**config.mk**
```make
export PLATFORM = sky130hd
export DESIGN_NAME = sal_rd_data_return
export DESIGN_NICKNAME = d
export VERILOG_FILES = /design/src/rtl/sal_ddr2_pkg.sv /design/src/rtl/sal_sync_fifo.sv /design/src/rtl/sal_rd_data_return.sv
export SDC_FILE = /design/constraint.sdc
export NUM_CORES = 1
export LEC_CHECK = 0
export BUFFER_PORTS_ARGS = -buffer_cell sky130_fd_sc_hd__buf_2
export CORE_MARGIN = 3
export CORE_UTILIZATION = 35
export CTS_CLUSTER_DIAMETER = 120
export DETAILED_ROUTE_END_ITERATION = 16
export HOLD_SLACK_MARGIN = 0.03
export RECOVER_POWER = 25
export SYNTH_ARGS = -nofsm -noshare
export SYNTH_HDL_FRONTEND = slang
export SYNTH_SLANG_ARGS = --single-unit
```
**constraint.sdc**
```tcl
create_clock -name clk -period 8.45 [get_ports clk]
set_input_delay 1.69 -clock clk [delete_from_list [all_inputs] [get_ports clk]]
set_output_delay 1.69 -clock clk [all_outputs]
set_load 0.005 [all_outputs]
```
**src/rtl/sal_ddr2_pkg.sv**
```systemverilog
// sal_ddr2_pkg
// Shared types and constants for the DDR2 controller read path.
//   rd_cmd_t   : one tracked READ {id, last}
//   rd_beat_t  : one buffered read beat {id, data, last}
//   RRESP_OKAY : AXI response code returned on every read beat
// The struct widths follow the controller's default AXI ID and DFI data widths.
package sal_ddr2_pkg;

    localparam int SAL_ID_WIDTH   = 4;
    localparam int SAL_DATA_WIDTH = 64;

    // DDR2 mode register BL setting; one READ command returns this many beats.
    localparam int SAL_DDR2_BL    = 4;
    localparam int SAL_BURST_LEN  = SAL_DDR2_BL;

    localparam logic [1:0] RRESP_OKAY = 2'b00;

    typedef struct packed {
        logic [SAL_ID_WIDTH-1:0] id;
        logic                    last;
    } rd_cmd_t;

    typedef struct packed {
        logic [SAL_ID_WIDTH-1:0]   id;
        logic [SAL_DATA_WIDTH-1:0] data;
        logic                      last;
    } rd_beat_t;

endpackage

```
**src/rtl/sal_sync_fifo.sv**
```systemverilog
// sal_sync_fifo
// Single-clock FIFO with show-ahead read data and an occupancy count.
//   clk, rst  : clock, synchronous active-high reset
//   wr_en     : push wr_data (accepted if not full, or if a pop happens the same cycle)
//   rd_en     : pop the head entry (ignored when empty)
//   rd_data   : current head entry (undefined contents when empty)
//   empty     : no entries stored
//   count     : number of stored entries, 0..DEPTH
module sal_sync_fifo #(
    parameter int WIDTH = 8,
    parameter int DEPTH = 4,
    parameter int CNT_W = $clog2(DEPTH) + 1
) (
    input  logic             clk,
    input  logic             rst,
    input  logic             wr_en,
    input  logic [WIDTH-1:0] wr_data,
    input  logic             rd_en,
    output logic [WIDTH-1:0] rd_data,
    output logic             empty,
    output logic [CNT_W-1:0] count
);
    import sal_ddr2_pkg::*;

    localparam int PTR_W = $clog2(DEPTH);

    logic [WIDTH-1:0] mem [DEPTH];
    logic [PTR_W-1:0] wr_ptr;
    logic [PTR_W-1:0] rd_ptr;
    logic             full;
    logic             wr_ok;
    logic             rd_ok;

    assign full  = (count == CNT_W'(DEPTH));
    assign empty = (count == '0);

    // A full FIFO still takes a write when the head is popped in the same cycle.
    assign rd_ok = rd_en & ~empty;
    assign wr_ok = wr_en & (~full | rd_ok);

    assign rd_data = mem[rd_ptr];

    always_ff @(posedge clk) begin
        if (wr_ok) begin
            mem[wr_ptr] <= wr_data;
        end
    end

    always_ff @(posedge clk) begin
        if (rst) begin
            wr_ptr <= '0;
            rd_ptr <= '0;
            count  <= '0;
        end else begin
            if (wr_ok) wr_ptr <= wr_ptr + 1'b1;
            if (rd_ok) rd_ptr <= rd_ptr + 1'b1;
            unique case ({wr_ok, rd_ok})
                2'b10:   count <= count + 1'b1;
                2'b01:   count <= count - 1'b1;
                default: count <= count;
            endcase
        end
    end

endmodule

```
**src/rtl/sal_rd_data_return.sv**
```systemverilog
// sal_rd_data_return
// DDR2 controller read-data return path. Tracks issued READs in order, tags
// incoming DFI beats with the owning AXI ID / last flag, buffers them and
// returns them on the AXI R channel. rd_cmd_ready is a credit guaranteeing
// every beat of an accepted READ has a buffer slot.
//   clk, rst                          : clock, synchronous active-high reset
//   rd_cmd_valid/id/last, rd_cmd_ready: READ issue from the scheduler
//   dfi_rddata_valid, dfi_rddata      : DFI read beats (no backpressure)
//   axi_r*                            : AXI R channel
//   err_unexp                         : sticky, beat with nothing outstanding or buffer overrun
//   err_timeout                       : sticky watchdog flag
// Build option: SAL_RD_TIMEOUT_EN enables a 16-bit watchdog that flags a READ
// outstanding for 65535 cycles without any DFI beat; otherwise err_timeout is 0.
module sal_rd_data_return
    import sal_ddr2_pkg::*;
#(
    parameter int ID_WIDTH   = SAL_ID_WIDTH,
    parameter int DATA_WIDTH = SAL_DATA_WIDTH,
    parameter int BURST_LEN  = SAL_BURST_LEN,
    parameter int CMD_DEPTH  = 8,
    parameter int DATA_DEPTH = 16
) (
    input  logic                  clk,
    input  logic                  rst,
    input  logic                  rd_cmd_valid,
    input  logic [ID_WIDTH-1:0]   rd_cmd_id,
    input  logic                  rd_cmd_last,
    output logic                  rd_cmd_ready,
    input  logic                  dfi_rddata_valid,
    input  logic [DATA_WIDTH-1:0] dfi_rddata,
    output logic                  axi_rvalid,
    input  logic                  axi_rready,
    output logic [ID_WIDTH-1:0]   axi_rid,
    output logic [DATA_WIDTH-1:0] axi_rdata,
    output logic [1:0]            axi_rresp,
    output logic                  axi_rlast,
    output logic                  err_unexp,
    output logic                  err_timeout
);

    localparam int CMD_W   = ID_WIDTH + 1;
    localparam int BEAT_W  = ID_WIDTH + DATA_WIDTH + 1;
    localparam int CMD_CW  = $clog2(CMD_DEPTH) + 1;
    localparam int DATA_CW = $clog2(DATA_DEPTH) + 1;
    localparam int SUM_W   = DATA_CW + 1;
    localparam int BC_W    = (BURST_LEN > 1) ? $clog2(BURST_LEN) : 1;

    logic [CMD_W-1:0]   cmd_head;
    logic               cmd_empty;
    logic [CMD_CW-1:0]  cmd_cnt;
    logic [BEAT_W-1:0]  beat_head;
    logic [BEAT_W-1:0]  beat_in;
    logic               beat_empty;
    logic [DATA_CW-1:0] data_cnt;
    logic [DATA_CW-1:0] pending;
    logic [BC_W-1:0]    beat_cnt;
    logic [SUM_W-1:0]   credit_sum;
    logic               cmd_acc;
    logic               beat_take;
    logic               beat_wrap;
    logic               beat_full;
    logic               r_pop;

    // pending counts beats promised to accepted READs that have not arrived yet,
    // so the credit reserves buffer space for them.
    assign credit_sum   = {1'b0, data_cnt} + {1'b0, pending} + SUM_W'(BURST_LEN);
    assign rd_cmd_ready = (cmd_cnt < CMD_CW'(CMD_DEPTH)) & (credit_sum <= SUM_W'(DATA_DEPTH));
    assign cmd_acc      = rd_cmd_valid & rd_cmd_ready;

    assign beat_take = dfi_rddata_valid & ~cmd_empty;
    assign beat_wrap = (beat_cnt == BC_W'(BURST_LEN - 1));
    assign beat_full = (data_cnt == DATA_CW'(DATA_DEPTH));
    assign beat_in   = {cmd_head[CMD_W-1:1], dfi_rddata, cmd_head[0] & beat_wrap};

    assign r_pop = axi_rvalid & axi_rready;

    sal_sync_fifo #(.WIDTH(CMD_W), .DEPTH(CMD_DEPTH), .CNT_W(CMD_CW)) u_cmd_fifo (
        .clk     (clk),
        .rst     (rst),
        .wr_en   (cmd_acc),
        .wr_data ({rd_cmd_id, rd_cmd_last}),
        .rd_en   (beat_take & beat_wrap),
        .rd_data (cmd_head),
        .empty   (cmd_empty),
        .count   (cmd_cnt)
    );

    sal_sync_fifo #(.WIDTH(BEAT_W), .DEPTH(DATA_DEPTH), .CNT_W(DATA_CW)) u_beat_fifo (
        .clk     (clk),
        .rst     (rst),
        .wr_en   (beat_take),
        .wr_data (beat_in),
        .rd_en   (r_pop),
        .rd_data (beat_head),
        .empty   (beat_empty),
        .count   (data_cnt)
    );

    // Outputs are zeroed while empty so idle/reset values are defined
    // regardless of stale buffer contents.
    assign axi_rvalid = ~beat_empty;
    assign axi_rid    = beat_empty ? '0 : beat_head[BEAT_W-1 -: ID_WIDTH];
    assign axi_rdata  = beat_empty ? '0 : beat_head[DATA_WIDTH:1];
    assign axi_rlast  = ~beat_empty & beat_head[0];
    assign axi_rresp  = RRESP_OKAY;

    always_ff @(posedge clk) begin
        if (rst) begin
            pending   <= '0;
            beat_cnt  <= '0;
            err_unexp <= 1'b0;
        end else begin
            unique case ({cmd_acc, beat_take})
                2'b10:   pending <= pending + DATA_CW'(BURST_LEN);
                2'b01:   pending <= pending - 1'b1;
                2'b11:   pending <= pending + DATA_CW'(BURST_LEN - 1);
                default: pending <= pending;
            endcase
            if (beat_take) begin
                beat_cnt <= beat_wrap ? '0 : beat_cnt + 1'b1;
            end
            if ((dfi_rddata_valid & cmd_empty) | (beat_take & beat_full & ~r_pop)) begin
                err_unexp <= 1'b1;
            end
        end
    end

`ifdef SAL_RD_TIMEOUT_EN
    logic [15:0] wd_cnt;
    logic        err_to_q;

    always_ff @(posedge clk) begin
        if (rst) begin
            wd_cnt   <= '0;
            err_to_q <= 1'b0;
        end else if (dfi_rddata_valid | cmd_empty) begin
            wd_cnt <= '0;
        end else begin
            if (wd_cnt != 16'hFFFF) wd_cnt <= wd_cnt + 1'b1;
            // flag in the same edge the count reaches all-ones
            if (wd_cnt == 16'hFFFE) err_to_q <= 1'b1;
        end
    end

    assign err_timeout = err_to_q;
`else
    assign err_timeout = 1'b0;
`endif

endmodule

```
# After elaboration in Yosys (flattened, before gate mapping)
# Memories as Yosys holds them, arrays and structs flattened. A register that Yosys moved wholly into a read port is not among the register bits.
# Index checks and enable logic that the tools add are counted.
# word_totals
ff_bits	31
out_inout_bits	75
ram_bits	1144
in_bits	74
mem_count	2
elab_cells	78
# mem_list
name	depth	word_bits	read_ports	rd_ports_with_merged_regs	wr	line	rtl
u_beat_fifo.mem	16	69	1	1	1	sal_sync_fifo.sv:27	logic [WIDTH-1:0] mem [DEPTH];
u_cmd_fifo.mem	8	5	1	1	1	sal_sync_fifo.sv:27	
# op_classes
muxes	14
n_bitwise	22
reduce_logical	5
eq_ne	10
addsub	14
magnitude_cmp	2
# op_table
op	n
64-bit 2-to-1 mux	1
5-bit one-hot mux with 3 select lines	1
1-bit bitwise AND	14
4-bit by 1-bit adder with 4-bit output, second input constant	3
4-bit 2-to-1 mux	3
2-bit equality test, second input constant	5
5-bit one-hot mux with 2 select lines	1
5-bit by 1-bit subtractor with 5-bit output, second input constant	2
4-bit one-hot mux with 2 select lines	1
3-bit by 1-bit adder with 3-bit output, second input constant	2
5-bit by 5-bit adder with 6-bit output	1
6-bit by 3-bit adder with 6-bit output, second input constant	1
2-bit by 1-bit equality test with 1-bit output, second input constant	3
6-bit by 5-bit less-or-equal comparator with 1-bit output, second input constant	1
3-bit 2-to-1 mux	2
5-bit by 1-bit adder with 5-bit output, second input constant	1
5-bit by 2-bit adder with 5-bit output, second input constant	1
5-bit by 3-bit adder with 5-bit output, second input constant	1
5-bit equality test, second input constant	1
5-bit logical NOT	1
1-bit inverter	5
4-bit equality test, second input constant	1
4-bit logical NOT	1
4-bit less-than comparator, second input constant	1
7 further kinds	13

# Logic depth before layout (Yosys ltp)
# depth
ltp_word	9
mapped_depth	17
depth_no_buf	17

# Hierarchy
# A second synthesis with hierarchy kept.
# unflattened
cells_unflattened	2119
hier_area_um2	45622.5
# by_module_without_submodules
module	n_inst	area_per_inst_um2	cells_per_inst	seq_area_each_um2
sal_sync_fifo (u_beat_fifo)	1	42145.4	1807	33492.1
sal_sync_fifo (u_cmd_fifo)	1	2238.4	141	1461.4
sal_rd_data_return	1	1238.7	171	160.2

# Least setup slack after synthesis
# OpenSTA, ideal clock, no wires.
# synth_timing
path_type	input to register
start	input port dfi_rddata_valid
end	memory u_beat_fifo.mem[0][0] (netlist name) (enable)
path_slack_ns	0.817
arrival_time_ns	7.052
stages	6
cell_sequence	and2_1 -> buf_2 -> and2_1 -> buf_2 -> nand2_1 -> nor3_1
# synth_between
elab_chain_cells	4
# synth_rtl
element	line	rtl
start: declaration	sal_rd_data_return.sv:29	input logic dfi_rddata_valid,
1-bit bitwise AND	sal_rd_data_return.sv:70	assign beat_take = dfi_rddata_valid & ~cmd_empty;
1-bit bitwise AND	sal_sync_fifo.sv:39	assign wr_ok = wr_en & (~full | rd_ok);
1-bit 2-to-1 mux	sal_sync_fifo.sv:44	if (wr_ok) begin
1-bit 2-to-1 mux (implied by the code)	sal_sync_fifo.sv:45	mem[wr_ptr] <= wr_data;
end: declaration	sal_sync_fifo.sv:27	
# Every way passes these cells.

==> results_dict.tcl <==
set metrics [dict create \
    placed_cell_area_um2 48460 \
    seqPwrFrac_pct 46.3 \
    regToRegSetupSlack_ns 4.35 \
    wirelength_um 103900 \
    ys_seq_area_share_pct 76.89 \
    power_density_nw_per_um2 282.6 \
    cts_resized 0 \
    worstSetupEndpointType "output pin" \
    final_core_util_pct 40.46 \
    ios 149 \
    grt_max_degree 154 \
    row_count 131 \
    insertion_delay_ns 0.72 \
    cts_hold_buf 0 \
    die-area_um2 134900 \
    dr.pass1.iters 5 \
    relSlewSlack_pct 15.99 \
    nFillCells 11190 \
    drive_gt1_share_pct 30.07 \
    hp-class "reg2reg" \
    worst_setup_path_start_kind "flip-flop" \
    crit_top_cell "mux4_2" \
    fin_crit_sh_pct 68.62 \
    p_leak_nw 15.77 \
    outcome "finished, final reports clean" \
    intPower_mw 10.83 \
    slowest_delay_ns 0.93 \
    path_max_fanout 54 \
    vias_per_cell 5.167 \
    numCtsBuffers 113 \
    cp_cell_sequence "buf_4 > mux4_2 > mux4_2 > and2_1 > buf_2" \
    period_needed_ns 5.799 \
    cp.required_ns 6.76 \
    slew_viol_final 0 \
    rsz0062_at_grt "no" \
    fp.dieW_um 367.2 \
    rr_endpoint "u_beat_fifo.count[4]$_SDFFE_PP0P_" \
    yosysWarnings 0 \
    whs_path_depth 2 \
    htreeDepth 3 \
    ir_drop_uv 234.6 \
    stdcell_area_um2 52000 \
    ys_ff_latch 1182 \
    fmax_ghz 0.1725 \
    setup_viol 0 \
    comb_power_share_pct 20.6 \
    worstPathArrival_ns 4.11 \
    tightest_slew_ns 1.260 \
    antenna_found_initial 15 \
    syn_to_final_growth_pct 13.86 \
    cts_buffer_depth 3 \
    cts_sinks 1182 \
    layout_commonest_cell "edfxtp_1" \
    syn_area_um2 45670 \
    ff2ff_path_depth 12 \
    dp.cells 3753 \
    cts_setup_buffers 0 \
    syn_area_per_cell_um2 23.57 \
    place_hpwl_um 52340 \
    die_y_um 367.2 \
    num_vias 20500 \
    net-switching-power_mw 3.864 \
    ys.flop_type "edfxtp_1" \
    hold_path_end "beat_cnt[1]$_SDFFE_PP0P_" \
    drt_iter0_drc 2109 \
    max-cap-violations 0 \
    pre_cts_ws_ns 3.240 \
    initial_core_util_pct 35.54 \
    crit_type "reg2out" \
    gp_congestion 0.7241 \
    async_reset_ff_share_pct 0 \
    grt.total_usage_pct 15.39 \
    grt_overflow 0 \
    drc 0 \
    r2r_start "u_beat_fifo.count[0]$_SDFFE_PP0P_" \
    fin_skew_ns 0.07869 \
    hold_viol_final 0 \
    netlist-cell-type-count 46 \
    switching_share_pct 26.30 \
    critPathSlowestCell "buf_4" \
    synth_edf_count 1144 \
    setup_ws_ns 2.651 \
    drt-wirelength-per-cell_um 26.19 \
    portBuffers 145 \
    nets 2243 \
    final_cell_mix "edfxtp_1, mux4_2, clkbuf_16" \
    grt_pass1_wl_um 151800 \
    pwr-share-clk_pct 33.1 \
    setup_tns_ns 0 \
    grt_pass1_vias 21980 \
    antenna_left 0 \
    core_um2 128500 \
    instances_no_fill 3967 \
    synthCells 1938 \
    clk_pin_slew_worst_paths_ns 0.06 \
    ctsRootBufferMaster "clkbuf_16" \
    min_from "beat_cnt[1]$_SDFFE_PP0P_" \
    cts_tree "built" \
]
## power by group through the flow
stage          registers [mW]  logic (mW)  clock network [mW]
2_1_floorplan            6.86        2.14                   0
3_5_place_dp             6.94        3.13                   0
6_report                 6.81        3.02                4.87
5_1_grt                  6.84        3.31                5.21
4_1_cts                  6.81        3.13                4.99
3_3_place_gp             6.92        3.07                   0
## critical path, delay by kind of cell (launching register included)
family	cells	cell delay (ns)
buffers and inverters	2	1.08
AND/OR/NAND/NOR	1	0.22
multiplexers	2	1.09
flip-flops	1	0.90
## metrics by stage
step / power, mW / hold WS, ns
2_1_floorplan: 9.001 / 0.4400
3_3_place_gp: 9.991 / 0.4448
3_5_place_dp: 10.06 / 0.4527
4_1_cts: 14.94 / 0.4624
5_1_grt: 15.36 / 0.4888
6_report: 14.70 / 0.4613
## sequential cells by signal, indices dropped and copies added (netlist names), named ones only
signal              count
u_beat_fifo.mem      1104
u_cmd_fifo.mem         40
pending                 5
u_beat_fifo.count       5
u_beat_fifo.rd_ptr      4
u_beat_fifo.wr_ptr      4
u_cmd_fifo.count        4
u_cmd_fifo.rd_ptr       3
u_cmd_fifo.wr_ptr       3
beat_cnt                2
err_unexp               1
## per-layer routing
metal | global-route usage [%] | vias to the layer above | routed length [um]
met2 | 25.66 | 615 | 51390
met3 | 3.080 | 131 | 6746
met4 | 4.149 | 6 | 1952
met1 | 20.66 | 11150 | 43770
li1 | - | 8595 | -
met5 | 0 | - | 37
## Yosys cell counts (all sizes together) (4+ instances only)
library cell	number	share of area [%]
a21oi	17	0.19
and2	72	0.99
buf	42	0.87
clkbuf	60	0.49
dfxtp	38	1.7
edfxtp	1144	75
ha	28	0.77
inv	18	0.15
mux2	4	0.099
mux4	355	18
nand2	18	0.16
nand2b	4	0.055
nand3	7	0.077
nor2	49	0.40
nor2b	6	0.082
nor3	11	0.12
o21ai	8	0.088
or3	5	0.068
xnor2	7	0.13
xor2	14	0.27
## area by class of cell
class / instances / area, um2 / share of cell area, %
sequential: 1182 / 35130 / 67.56
multi-input combinational: 638 / 9993 / 19.22
clock buffer: 142 / 2937 / 5.647
tap: 1729 / 2163 / 4.160
timing repair buffer: 186 / 1041 / 2.002
clock inverter: 62 / 643.1 / 1.237
inverter: 18 / 67.56 / 0.1299
antenna: 10 / 25.02 / 0.04812
## worst max path at each step
stage | slack (ns) | endpoint
after floorplan | 0.82 | u_beat_fifo.mem[0][0]$_DFFE_PP_
after global placement | 3.30 | axi_rid[3]
after detailed placement | 3.24 | axi_rdata[63]
after CTS | 2.44 | axi_rdata[63]
after global routing | 2.28 | axi_rdata[63]
final | 2.65 | axi_rdata[63]
## cell families (layout without fill, tap and decap cells)
logic type	count (synthesis)	count (layout)	synth area share, %
compound gates	35	35	0.4438
xor+xnor	21	21	0.4027
fa+ha+maj	30	30	0.8548
buf+inv	120	408	1.507
flops	1182	1182	76.89
mux	362	362	17.67
other cells	1	13	0.008211
simple gates	187	187	2.227
Note: power is estimated with default switching activity, not from simulation.
